**config.mk**
```make
export PLATFORM = sky130hd
export DESIGN_NAME = fifo_wr_arbiter
export DESIGN_NICKNAME = d
export VERILOG_FILES = /design/src/rtl/fifo_wr_arbiter.sv
export SDC_FILE = /design/constraint.sdc
export NUM_CORES = 1
export LEC_CHECK = 0
export ABC_AREA = 1
export BUFFER_PORTS_ARGS = -buffer_cell sky130_fd_sc_hd__buf_2
export CORE_MARGIN = 4
export CORE_UTILIZATION = 47
export CTS_BUF_LIST = sky130_fd_sc_hd__clkbuf_4 sky130_fd_sc_hd__clkbuf_8
export DETAILED_ROUTE_END_ITERATION = 16
export HOLD_SLACK_MARGIN = 0.03
export PLACE_DENSITY_LB_ADDON = 0.05
export RECOVER_POWER = 25
export SYNTH_ARGS = -nofsm -noshare
export SYNTH_HDL_FRONTEND = slang
export SYNTH_SLANG_ARGS = --single-unit
```
**constraint.sdc**
```tcl
create_clock -name clk_wr -period 2.7 [get_ports clk_wr]
set_input_delay 0.405 -clock clk_wr [delete_from_list [all_inputs] [get_ports clk_wr]]
set_output_delay 0.405 -clock clk_wr [all_outputs]
set_load 0.01 [all_outputs]
```
**src/rtl/fifo_wr_arbiter.sv**
```systemverilog
// Round-robin arbiter for the async FIFO write port: one requester
// per grant, bursts end on last, MAX_BURST beats or valid drop.
module fifo_wr_arbiter #(
  parameter int DATA_WIDTH = 8,
  parameter int NUM_REQ    = 4,
  parameter int MAX_BURST  = 4,
  localparam int IW = (NUM_REQ > 1) ? $clog2(NUM_REQ) : 1,
  localparam int CW = $clog2(MAX_BURST + 1)
) (
  input  logic                          clk_wr,
  input  logic                          rst,
  input  logic [NUM_REQ-1:0]            req_valid,
  input  logic [NUM_REQ*DATA_WIDTH-1:0] req_data,
  input  logic [NUM_REQ-1:0]            req_last,
  output logic [NUM_REQ-1:0]            req_ready,
  output logic [DATA_WIDTH-1:0]         fifo_wr_data,
  output logic                          fifo_wr_en,
  input  logic                          fifo_full,
  output logic [IW-1:0]                 grant_id,
  output logic                          busy
);

  localparam logic [0:0] S_IDLE  = 1'b0;
  localparam logic [0:0] S_GRANT = 1'b1;

  logic [0:0]    state_q, state_d;
  logic [IW-1:0] grant_q, grant_d;
  logic [IW-1:0] ptr_q, ptr_d;
  logic [CW-1:0] cnt_q, cnt_d;

  logic [IW-1:0] pick;
  logic [IW-1:0] idx;
  logic          found;
  logic          g_valid;
  logic          g_last;
  logic          beat;
  logic          done;

  // Walk downward so the nearest valid index after ptr wins.
  always_comb begin
    pick  = ptr_q;
    idx   = '0;
    found = 1'b0;
    for (int k = NUM_REQ; k >= 1; k--) begin
      idx = IW'((int'(ptr_q) + k) % NUM_REQ);
      if (req_valid[idx]) begin
        pick  = idx;
        found = 1'b1;
      end
    end
  end

  assign busy    = (state_q == S_GRANT);
  assign g_valid = req_valid[grant_q];
  assign g_last  = req_last[grant_q];
  assign beat    = busy && g_valid && !fifo_full;
  assign done    = beat && (g_last || cnt_q == CW'(MAX_BURST - 1));

  always_comb begin
    req_ready = '0;
    if (busy && !fifo_full) req_ready[grant_q] = 1'b1;
  end

  assign fifo_wr_en   = beat;
  assign fifo_wr_data = busy ? req_data[grant_q*DATA_WIDTH +: DATA_WIDTH]
                             : '0;
  assign grant_id     = grant_q;

  always_comb begin
    state_d = state_q;
    grant_d = grant_q;
    ptr_d   = ptr_q;
    cnt_d   = cnt_q;
    unique case (state_q)
      S_IDLE: begin
        if (found) begin
          state_d = S_GRANT;
          grant_d = pick;
          cnt_d   = '0;
        end
      end
      S_GRANT: begin
        if (!g_valid || done) begin
          state_d = S_IDLE;
          ptr_d   = grant_q;
        end else if (beat) begin
          cnt_d = cnt_q + CW'(1);
        end
      end
      default: state_d = S_IDLE;
    endcase
  end

  always_ff @(posedge clk_wr or posedge rst) begin
    if (rst) begin
      state_q <= S_IDLE;
      grant_q <= '0;
      ptr_q   <= IW'(NUM_REQ - 1);
      cnt_q   <= '0;
    end else begin
      state_q <= state_d;
      grant_q <= grant_d;
      ptr_q   <= ptr_d;
      cnt_q   <= cnt_d;
    end
  end

endmodule
```
==> out/metrics.yaml, run 1 <==
synth_common_cells: "nand2_1 (51), nand3_1 (24), inv_1 (14)"
switching_share: 0.551
clk_path_buf_depth: 2
grt_pass1_wl_um: 4410
required_ns: 2.30
fin_ws_ns: 0.244
synthAdderAreaFrac: 0.0264
die_area_um2: 2800
cap_violations: 0
cts_hold_buf: 0
port_buffers: 58
cts_resized: 0
first_pass_iters: 6
place_area_um2: 1220
place_congestion: 0.844
period_share: 0.910
wl_met2_um: 1400
grt_pass1_vias: 1085
cts_buffers: 3
wl_um: 2860
synth.largest_area_cell: "nand2_1"
cts_tree: "built"
leakagePower_uw: 0.000716
finalSetupTns_ns: 0
drt_iter0_markers: 41
cts.sinks: 8
startpoint_type: "flip-flop"
endpoint_kind: "primary output"
synth_top_family_by_area: "simple AND/OR/NAND/NOR gates"
drive_gt1_frac: 0.368
p_clk_frac: 0.080
seq_area_frac_synth: 0.214
synth_edf_count: 0
io-pin-count: 59
yosysUniqueCellTypes: 25
async_flop_share: 1.00
setup_violations: 0
fmax_mhz: 407
synth-seq-cells: 8
cts.clk_slew.worst_paths_ns: 0.06
peakVddDrop_mv: 0.726
nets: 255
grt_setup_unrepaired: "no"
synth.cell_area_um2: 948
cts_setup_buffers: 0
die_h_um: 52.9
via_count: 1232
wl_per_cell_um: 12.2
cp.arrival_ns: 2.05
fin_crit_ns: 2.46
p_sw_uw: 760
syn-num-nets: 199
worstMarginPinSlew_ns: 0.655
slowest_delay_ns: 0.76
critPathBufInv: 2
clk_latency_ns: 0.25
min_path_type: "in -> async"
met3_wirelength_um: 274
grt_max_degree: 20
synthMostInstantiatedCell: "nand2_1"
internal_power_uw: 618
rows: 15
pre_cts_ws_ns: 0.506
synth_simple_gate_area_frac: 0.456
synthTopCellsByArea: "nand2_1 (20%), dfrtp_1 (16%), nand3_1 (13%)"
synth_top_area_frac: 0.202
highest_layer: "met4"
synthXorXnorAreaFrac: 0.0185
antenna_left: 0
finClkSkew_ns: 0.00677
synth_ff_type: "dfrtp_1"
powerDensity_nw_per_um2: 1110
critical-path-top-delay-family: "flip-flops"
htree_levels: 1
crit_chain: "inv_6 -> nor2_1 -> a22oi_1 -> a31oi_1 -> buf_2"
synth_compound_area_frac: 0.142
combinationalPowerShare: 0.688
slew_headroom: 0.564
core_area_um2: 1820
syn2layout_area_growth_pct: 31.4
hold_viol: 0
synth_mux_area_frac: 0
cp_slowest_cell: "dfrtp_1"
antenna_found_initial: 0
netlist_instances: 154
dieWidth_um: 52.9
synth_warnings: 0
clockRootBuffer: "clkbuf_4"
overflow: 0
grt.total_usage: 0.203
slew_viol_final: 0
crit_fanout: 19
pwr-share-seq: 0.232
start_util: 0.521
status: "finished clean"
fillers: 180
avgSynthCellArea_um2: 6.16
dpl.hpwl_um: 2330
drc: 0
met1_length_um: 1170
worst-setup-path-type: "reg -> out"
final_area_um2: 1250
antenna_cells: 0
vias_per_cell: 5.26
==> cell usage in the layout, fill, tap and decap left out, drive strengths merged <==
cell	instances
a22oi	8
a31oi	8
buf	59
clkbuf	4
dfrtp	6
dfstp	2
ha	2
inv	17
nand2	56
nand3	25
nand4	1
nor2	9
nor3	5
o21ai	5
xnor2	1
xor2	1
==> worst register-to-register path, stage by stage, from the launching register on <==
cell     delay, ns
dfrtp_1       0.76
inv_6         0.14
nand2_2       0.09
nand2_1       0.04
nand2_1       0.05
nand3_1       0.07
nand2_1       0.11
nand4_1       0.17
nand2_1       0.11
nand2_1       0.06
==> power by group through the flow <==
stage / combinational [uW] / clock [uW] / sequential (uW)
2_1_floorplan: 810 / 0 / 237
3_3_place_gp: 924 / 0 / 314
3_5_place_dp: 951 / 0 / 321
4_1_cts: 957 / 111 / 318
5_1_grt: 1070 / 119 / 333
6_report: 948 / 110 / 319
==> final timing paths <==
kind	startpoint	endpoint	slack [ns]	cells after the start
min	rst	cnt_q[0]	0.08	2
max	grant_id[0]	fifo_wr_data[0]	0.24	5
max in group asynchronous	rst	ptr_q[1]	2.33	2
min reg2reg	cnt_q[1]	cnt_q[1]	0.50	2
max reg2reg	grant_id[0]	cnt_q[1]	0.99	9
min in group clk_wr	cnt_q[1]	cnt_q[1]	0.50	2
==> final cells by class <==
class                      count  area, um2  area share
inverter                      17       73.8      0.0592
tap                           25       31.3      0.0251
timing repair buffer          59        298       0.239
multi-input combinational    121        611       0.490
clock buffer                   4       30.0      0.0241
sequential                     8        203       0.163
==> sequential cells by signal, summed over array words and instances (netlist names) <==
name and cells:
busy 1, cnt_q 3, grant_id 2, ptr_q 2
==> logic make-up after synthesis <==
logic type               count (synthesis)
XOR/XNOR                                 2
AO/OA/AOI/OAI                           21
AND/OR/NAND/NOR                         96
buffers and inverters                   25
adder cells (fa/ha/maj)                  2
flip-flops                               8
==> per-layer routing <==
| layer | up-vias | track usage |
|---|---|---|
| met1 | 552 | 0.251 |
| met5 | - | 0 |
| met3 | 4 | 0.0338 |
| met2 | 54 | 0.368 |
| li1 | 622 | - |
| met4 | 0 | 0.0383 |
==> stage by stage <==
step                      hold WS, ns  instances   util  power, uW
final                          0.0803        234  0.685       1380
after global routing            0.103        234  0.685       1520
after CTS                      0.0865        234  0.685       1390
after detailed placement        0.361        230  0.668       1270
after global placement          0.354        230  0.668       1240
after floorplan                 0.219        154      -       1050
Power figures use the tool's default switching activity.
==> inputs of run 2 (changes only) <==
--- a/config.mk
+++ b/config.mk
@@ -8,8 +8,7 @@
 export ABC_AREA = 1
 export BUFFER_PORTS_ARGS = -buffer_cell sky130_fd_sc_hd__buf_2
 export CORE_MARGIN = 4
-export CORE_UTILIZATION = 47
-export CTS_BUF_LIST = sky130_fd_sc_hd__clkbuf_4 sky130_fd_sc_hd__clkbuf_8
+export CORE_UTILIZATION = 46
 export DETAILED_ROUTE_END_ITERATION = 16
 export HOLD_SLACK_MARGIN = 0.03
 export PLACE_DENSITY_LB_ADDON = 0.05
==> run 2 against run 1 <==
Worst hold slack worse by 0.0031 ns. Total power fell by 1.7%. Sequential share of layout area hardly changed. Core utilization shrank 5.0 points. Global-route usage increased by 0.59 points. Non-clock buffer count did not move. Count of clock-buffer cells in the layout unchanged. Clock skew is 0.0073 ns higher. Cell area fell by 0.10%. First-iteration DRC count is 63% lower.
==> out/metrics.yaml, run 2 (synthesis gave the netlist of run 1 again) <==
drc: 0  # unchanged
cts.clk_slew.worst_paths_ns: 0.06  # about the same
period_share: 0.905  # -0.00453
hold_viol: 0  # unchanged
regMostFlops: "cnt_q"
grt_pass1_vias: 1031  # -5.0%
worstMarginPinSlew_ns: 0.638  # -0.0169 ns
dieWidth_um: 53.4  # +0.92%
worst-setup-path-type: "reg -> out"
fin_crit_ns: 2.44  # -0.0122 ns
slew_viol_final: 0  # unchanged
cts.sinks: 8  # unchanged
grt_setup_unrepaired: "no"
syn2layout_area_growth_pct: 31.3
wl_per_cell_um: 11.8  # -3.4%
cts_tree: "built"
cp.arrival_ns: 2.04  # about the same
via_count: 1220  # -0.97%
nets: 255  # unchanged
powerDensity_nw_per_um2: 1090  # -1.6%
grtUsageMet1: 0.268  # +0.0171
cts_buffers: 3  # unchanged
place_congestion: 0.756  # -10%
first_pass_iters: 6  # unchanged
leakagePower_uw: 0.000713  # -0.48%
p_sw_uw: 747  # -1.7%
core_area_um2: 1960  # +7.8%
cts_resized: 0  # unchanged
vias_per_cell: 5.17  # -1.8%
switching_share: 0.552  # about the same
final_cell_mix: "buf_2 (58), nand2_1 (51), nand3_1 (24), inv_1 (14)"
start_util: 0.483  # -0.0375
finalPower_uw: 1350  # -1.7%
pwr-share-seq: 0.244  # +0.012
grt.total_usage: 0.209  # +0.00595
io-pin-count: 59  # unchanged
drive_gt1_frac: 0.364  # -0.00478
grt_busiest_layer: "met2"
rows: 16  # +1
startpoint_type: "flip-flop"
fin_util: 0.635  # -0.0500
final_common_cell: "buf_2"
finClkSkew_ns: 0.0141  # +0.00732 ns
dpl.hpwl_um: 2310  # -0.71%
clk_latency_ns: 0.26  # about the same
gr-usage-met2: 0.349  # -0.0188
antenna_cells: 0  # unchanged
port_buffers: 58  # unchanged
clk_path_buf_depth: 2  # unchanged
fmax_mhz: 409  # +0.50%
die_area_um2: 2850  # +1.8%
drt_iter0_markers: 15  # -63%
required_ns: 2.30  # about the same
crit_fanout: 19  # unchanged
wl_um: 2790  # -2.6%
cts_hold_buf: 0  # unchanged
min_path_type: "in -> async"
finalSetupTns_ns: 0  # unchanged
cts_setup_buffers: 0  # unchanged
internal_power_uw: 607  # -1.8%
cap_violations: 0  # unchanged
clockRootBuffer: "clkbuf_4"
setup_violations: 0  # unchanged
grt_max_degree: 20  # unchanged
status: "finished clean"
endpoint_kind: "primary output"
die_h_um: 53.4  # +0.92%
antenna_left: 0  # unchanged
htree_levels: 1  # unchanged
p_clk_frac: 0.071  # -0.009
grt_pass1_wl_um: 4390  # -0.48%
largest_reg_flops: 3  # unchanged
overflow: 0  # unchanged
globalRouteMet3Util: 0.0225  # -0.0113
combinationalPowerShare: 0.685  # -0.003
slew_headroom: 0.575  # +0.0113
peakVddDrop_mv: 0.797  # +9.7%
antenna_found_initial: 0  # unchanged
==> run 2: critical path: stages (launching register included) <==
cell     delay (ns)
dfrtp_1        0.75
inv_6          0.13
nor2_1         0.43
a22oi_1        0.15
a31oi_1        0.17
buf_2          0.16
==> run 2: power groups by stage <==
stage	sequential, uW	combinational, uW	clock [uW]
after floorplan	237	810	0
after global placement	322	913	0
after detailed placement	332	933	0
after CTS	330	938	103
after global routing	351	1060	110
final	330	927	96.5
==> run 2: cell type report <==
class,count,area (um2)
inverter,17,73.8
multi-input combinational,121,611
timing repair buffer,59,298
clock buffer,4,26.3
tap,27,33.8
fill,227,717
sequential,8,203
==> run 2: routing by layer <==
layer / up-vias / routed length (um)
met5: - / 0
met4: 0 / 27
met3: 4 / 185
met2: 44 / 1410
met1: 545 / 1170
li1: 627 / -
==> run 2: stage by stage <==
| stage | hold slack [ns] | area [um2] | std cells | setup slack, ns |
|---|---|---|---|---|
| finish | 0.0771 | 1240 | 236 | 0.256 |
| global route | 0.0815 | 1240 | 236 | 0.0456 |
| detailed placement | 0.361 | 1220 | 232 | 0.527 |
| floorplan | 0.219 | 948 | 154 | 1.05 |
| global placement | 0.353 | 1220 | 232 | 0.623 |
| CTS | 0.0753 | 1240 | 236 | 0.222 |
==> run 2: final timing paths <==
path,from,to,slack (ns),cells after the start
min,rst,cnt_q[0],0.08,2
max in group asynchronous,rst,ptr_q[1],2.32,2
min reg2reg,cnt_q[2],cnt_q[2],0.50,2
min in group clk_wr,cnt_q[2],cnt_q[2],0.50,2
max reg2reg,grant_id[1],cnt_q[1],1.00,8
max,grant_id[0],fifo_wr_data[0],0.26,5
==> inputs of run 3 (changes only) <==
--- a/config.mk
+++ b/config.mk
@@ -8,11 +8,13 @@
 export ABC_AREA = 1
 export BUFFER_PORTS_ARGS = -buffer_cell sky130_fd_sc_hd__buf_2
 export CORE_MARGIN = 4
-export CORE_UTILIZATION = 46
+export CORE_UTILIZATION = 47
+export CTS_BUF_LIST = sky130_fd_sc_hd__clkbuf_2 sky130_fd_sc_hd__clkbuf_4 sky130_fd_sc_hd__clkbuf_8
 export DETAILED_ROUTE_END_ITERATION = 16
 export HOLD_SLACK_MARGIN = 0.03
 export PLACE_DENSITY_LB_ADDON = 0.05
 export RECOVER_POWER = 25
+export REMOVE_ABC_BUFFERS = 1
 export SYNTH_ARGS = -nofsm -noshare
 export SYNTH_HDL_FRONTEND = slang
 export SYNTH_SLANG_ARGS = --single-unit
==> run 3 against run 2 <==
Routed wire length is essentially flat. Worst setup slack worse by 0.042 ns. Total power rose by 1.2%. Final cell count fell by 0.85%. Critical path depth unchanged. Register-to-register slack better by 0.03 ns. Count of clock-buffer cells in the layout unchanged. Combinational power rose by 2.7%. Core utilization is 5.0 points higher. First-iteration DRC count grew 100%. Largest power group unchanged.
==> out/metrics.yaml, run 3 (synthesis gave the netlist of run 1 again) <==
cts_setup_buffers: 0  # unchanged
via_count: 1211  # -0.74%
period_share: 0.920  # +0.0155
finClkSkew_ns: 0.00158  # -0.0125 ns
port_buffers: 58  # unchanged
critical-path-top-delay-family: "flip-flops"
grt_pass1_wl_um: 4500  # +2.5%
worstMarginPinSlew_ns: 0.643  # +0.00540 ns
antenna_found_initial: 0  # unchanged
largest_reg_flops: 3  # unchanged
peakVddDrop_mv: 0.760  # -4.7%
syn2layout_area_growth_pct: 31.4
grt.total_usage: 0.213  # +0.00447
startpoint_type: "flip-flop"
rrSetupSlack_ns: 1.03  # +0.03 ns
overflow: 0  # unchanged
drive_gt1_frac: 0.368  # +0.00478
fin_ws_ns: 0.215  # -0.0418 ns
htree_levels: 1  # unchanged
die_h_um: 52.9  # -0.91%
first_pass_iters: 4  # -2
start_util: 0.521  # +0.0375
fin_crit_ns: 2.49  # +0.0418 ns
hold_viol: 0  # unchanged
final_cell_mix: "buf_2 (58), nand2_1 (51), nand3_1 (24), inv_1 (14)"
die_area_um2: 2800  # -1.8%
instances_no_fill: 234  # -0.85%
grt_setup_unrepaired: "no"
drc: 0  # unchanged
vias_per_cell: 5.18  # +0.11%
cp_slowest_cell: "dfrtp_1"
core_area_um2: 1820  # -7.2%
rows: 15  # -1
antenna_cells: 0  # unchanged
dieWidth_um: 52.9  # -0.91%
setup_violations: 0  # unchanged
wl_um: 2790  # about the same
grt_max_degree: 20  # unchanged
fmax_mhz: 402  # -1.7%
clk_latency_ns: 0.26  # about the same
pre_cts_ws_ns: 0.495  # -0.0321 ns
cap_violations: 0  # unchanged
dpl.hpwl_um: 2220  # -4.0%
worst-setup-path-type: "reg -> out"
dp.cells: 230  # -0.86%
cp.arrival_ns: 2.08  # +0.04 ns
endpoint_kind: "primary output"
critPathBufInv: 2  # unchanged
cts.sinks: 8  # unchanged
cts_hold_buf: 0  # unchanged
cts_resized: 0  # unchanged
leakagePower_uw: 0.000716  # +0.48%
crit_chain: "inv_6 -> nor2_1 -> a22oi_1 -> a31oi_1 -> buf_2"
grt_pass1_vias: 1088  # +5.5%
crit_fanout: 19  # unchanged
cts_buffers: 3  # unchanged
wl_per_cell_um: 11.9  # +0.93%
final_common_cell: "buf_2"
slew_headroom: 0.571  # -0.00360
fin_util: 0.685  # +0.0500
io-pin-count: 59  # unchanged
place_congestion: 0.804  # +6.4%
status: "finished clean"
powerDensity_nw_per_um2: 1100  # +1.1%
antenna_left: 0  # unchanged
clockRootBuffer: "clkbuf_4"
min_path_type: "in -> async"
slew_viol_final: 0  # unchanged
cts_tree: "built"
finalSetupTns_ns: 0  # unchanged
slowest_delay_ns: 0.75  # about the same
drt_iter0_markers: 30  # +15
nets: 255  # unchanged
fillers: 171  # -25%
required_ns: 2.30  # about the same
clk_path_buf_depth: 2  # unchanged
regMostFlops: "cnt_q"
cts.clk_slew.worst_paths_ns: 0.06  # about the same
==> run 3: worst paths after layout <==
check / endpoint / depth (start not counted) / start
min in group clk_wr: cnt_q[2] / 2 / cnt_q[2]
max reg2reg: cnt_q[2] / 10 / grant_id[0]
min reg2reg: cnt_q[2] / 2 / cnt_q[2]
max in group asynchronous: ptr_q[0] / 2 / rst
max: fifo_wr_data[2] / 5 / grant_id[0]
min: grant_id[1] / 2 / rst
==> run 3: cell type report <==
class	instances	area, um2	share of cell area
multi-input combinational	121	611	0.490
timing repair buffer	59	298	0.239
inverter	17	73.8	0.0592
sequential	8	203	0.163
tap	25	31.3	0.0251
clock buffer	4	30.0	0.0241
==> run 3: per-stage QoR <==
step                      hold WS [ns]  total power, uW  cell area (um2)
after CTS                       0.0784             1380             1250
after global routing            0.0953             1540             1250
after detailed placement         0.361             1260             1220
final                           0.0740             1370             1250
after floorplan                  0.219              962              887
after global placement           0.357             1230             1220
==> run 3: routing by layer <==
| metal | track usage | vias to the layer above | part of all wire |
|---|---|---|---|
| li1 | - | 624 | - |
| met1 | 0.250 | 533 | 0.40 |
| met2 | 0.376 | 47 | 0.48 |
| met3 | 0.0592 | 7 | 0.11 |
| met4 | 0.0596 | 0 | 0.017 |
| met5 | 0 | - | 0 |
==> run 3: power breakdown <==
part	internal (uW)	total, uW	switching, uW
Combinational	365	952	588
Clock	66.8	111	44.4
Sequential	187	307	120
Total	618	1370	752
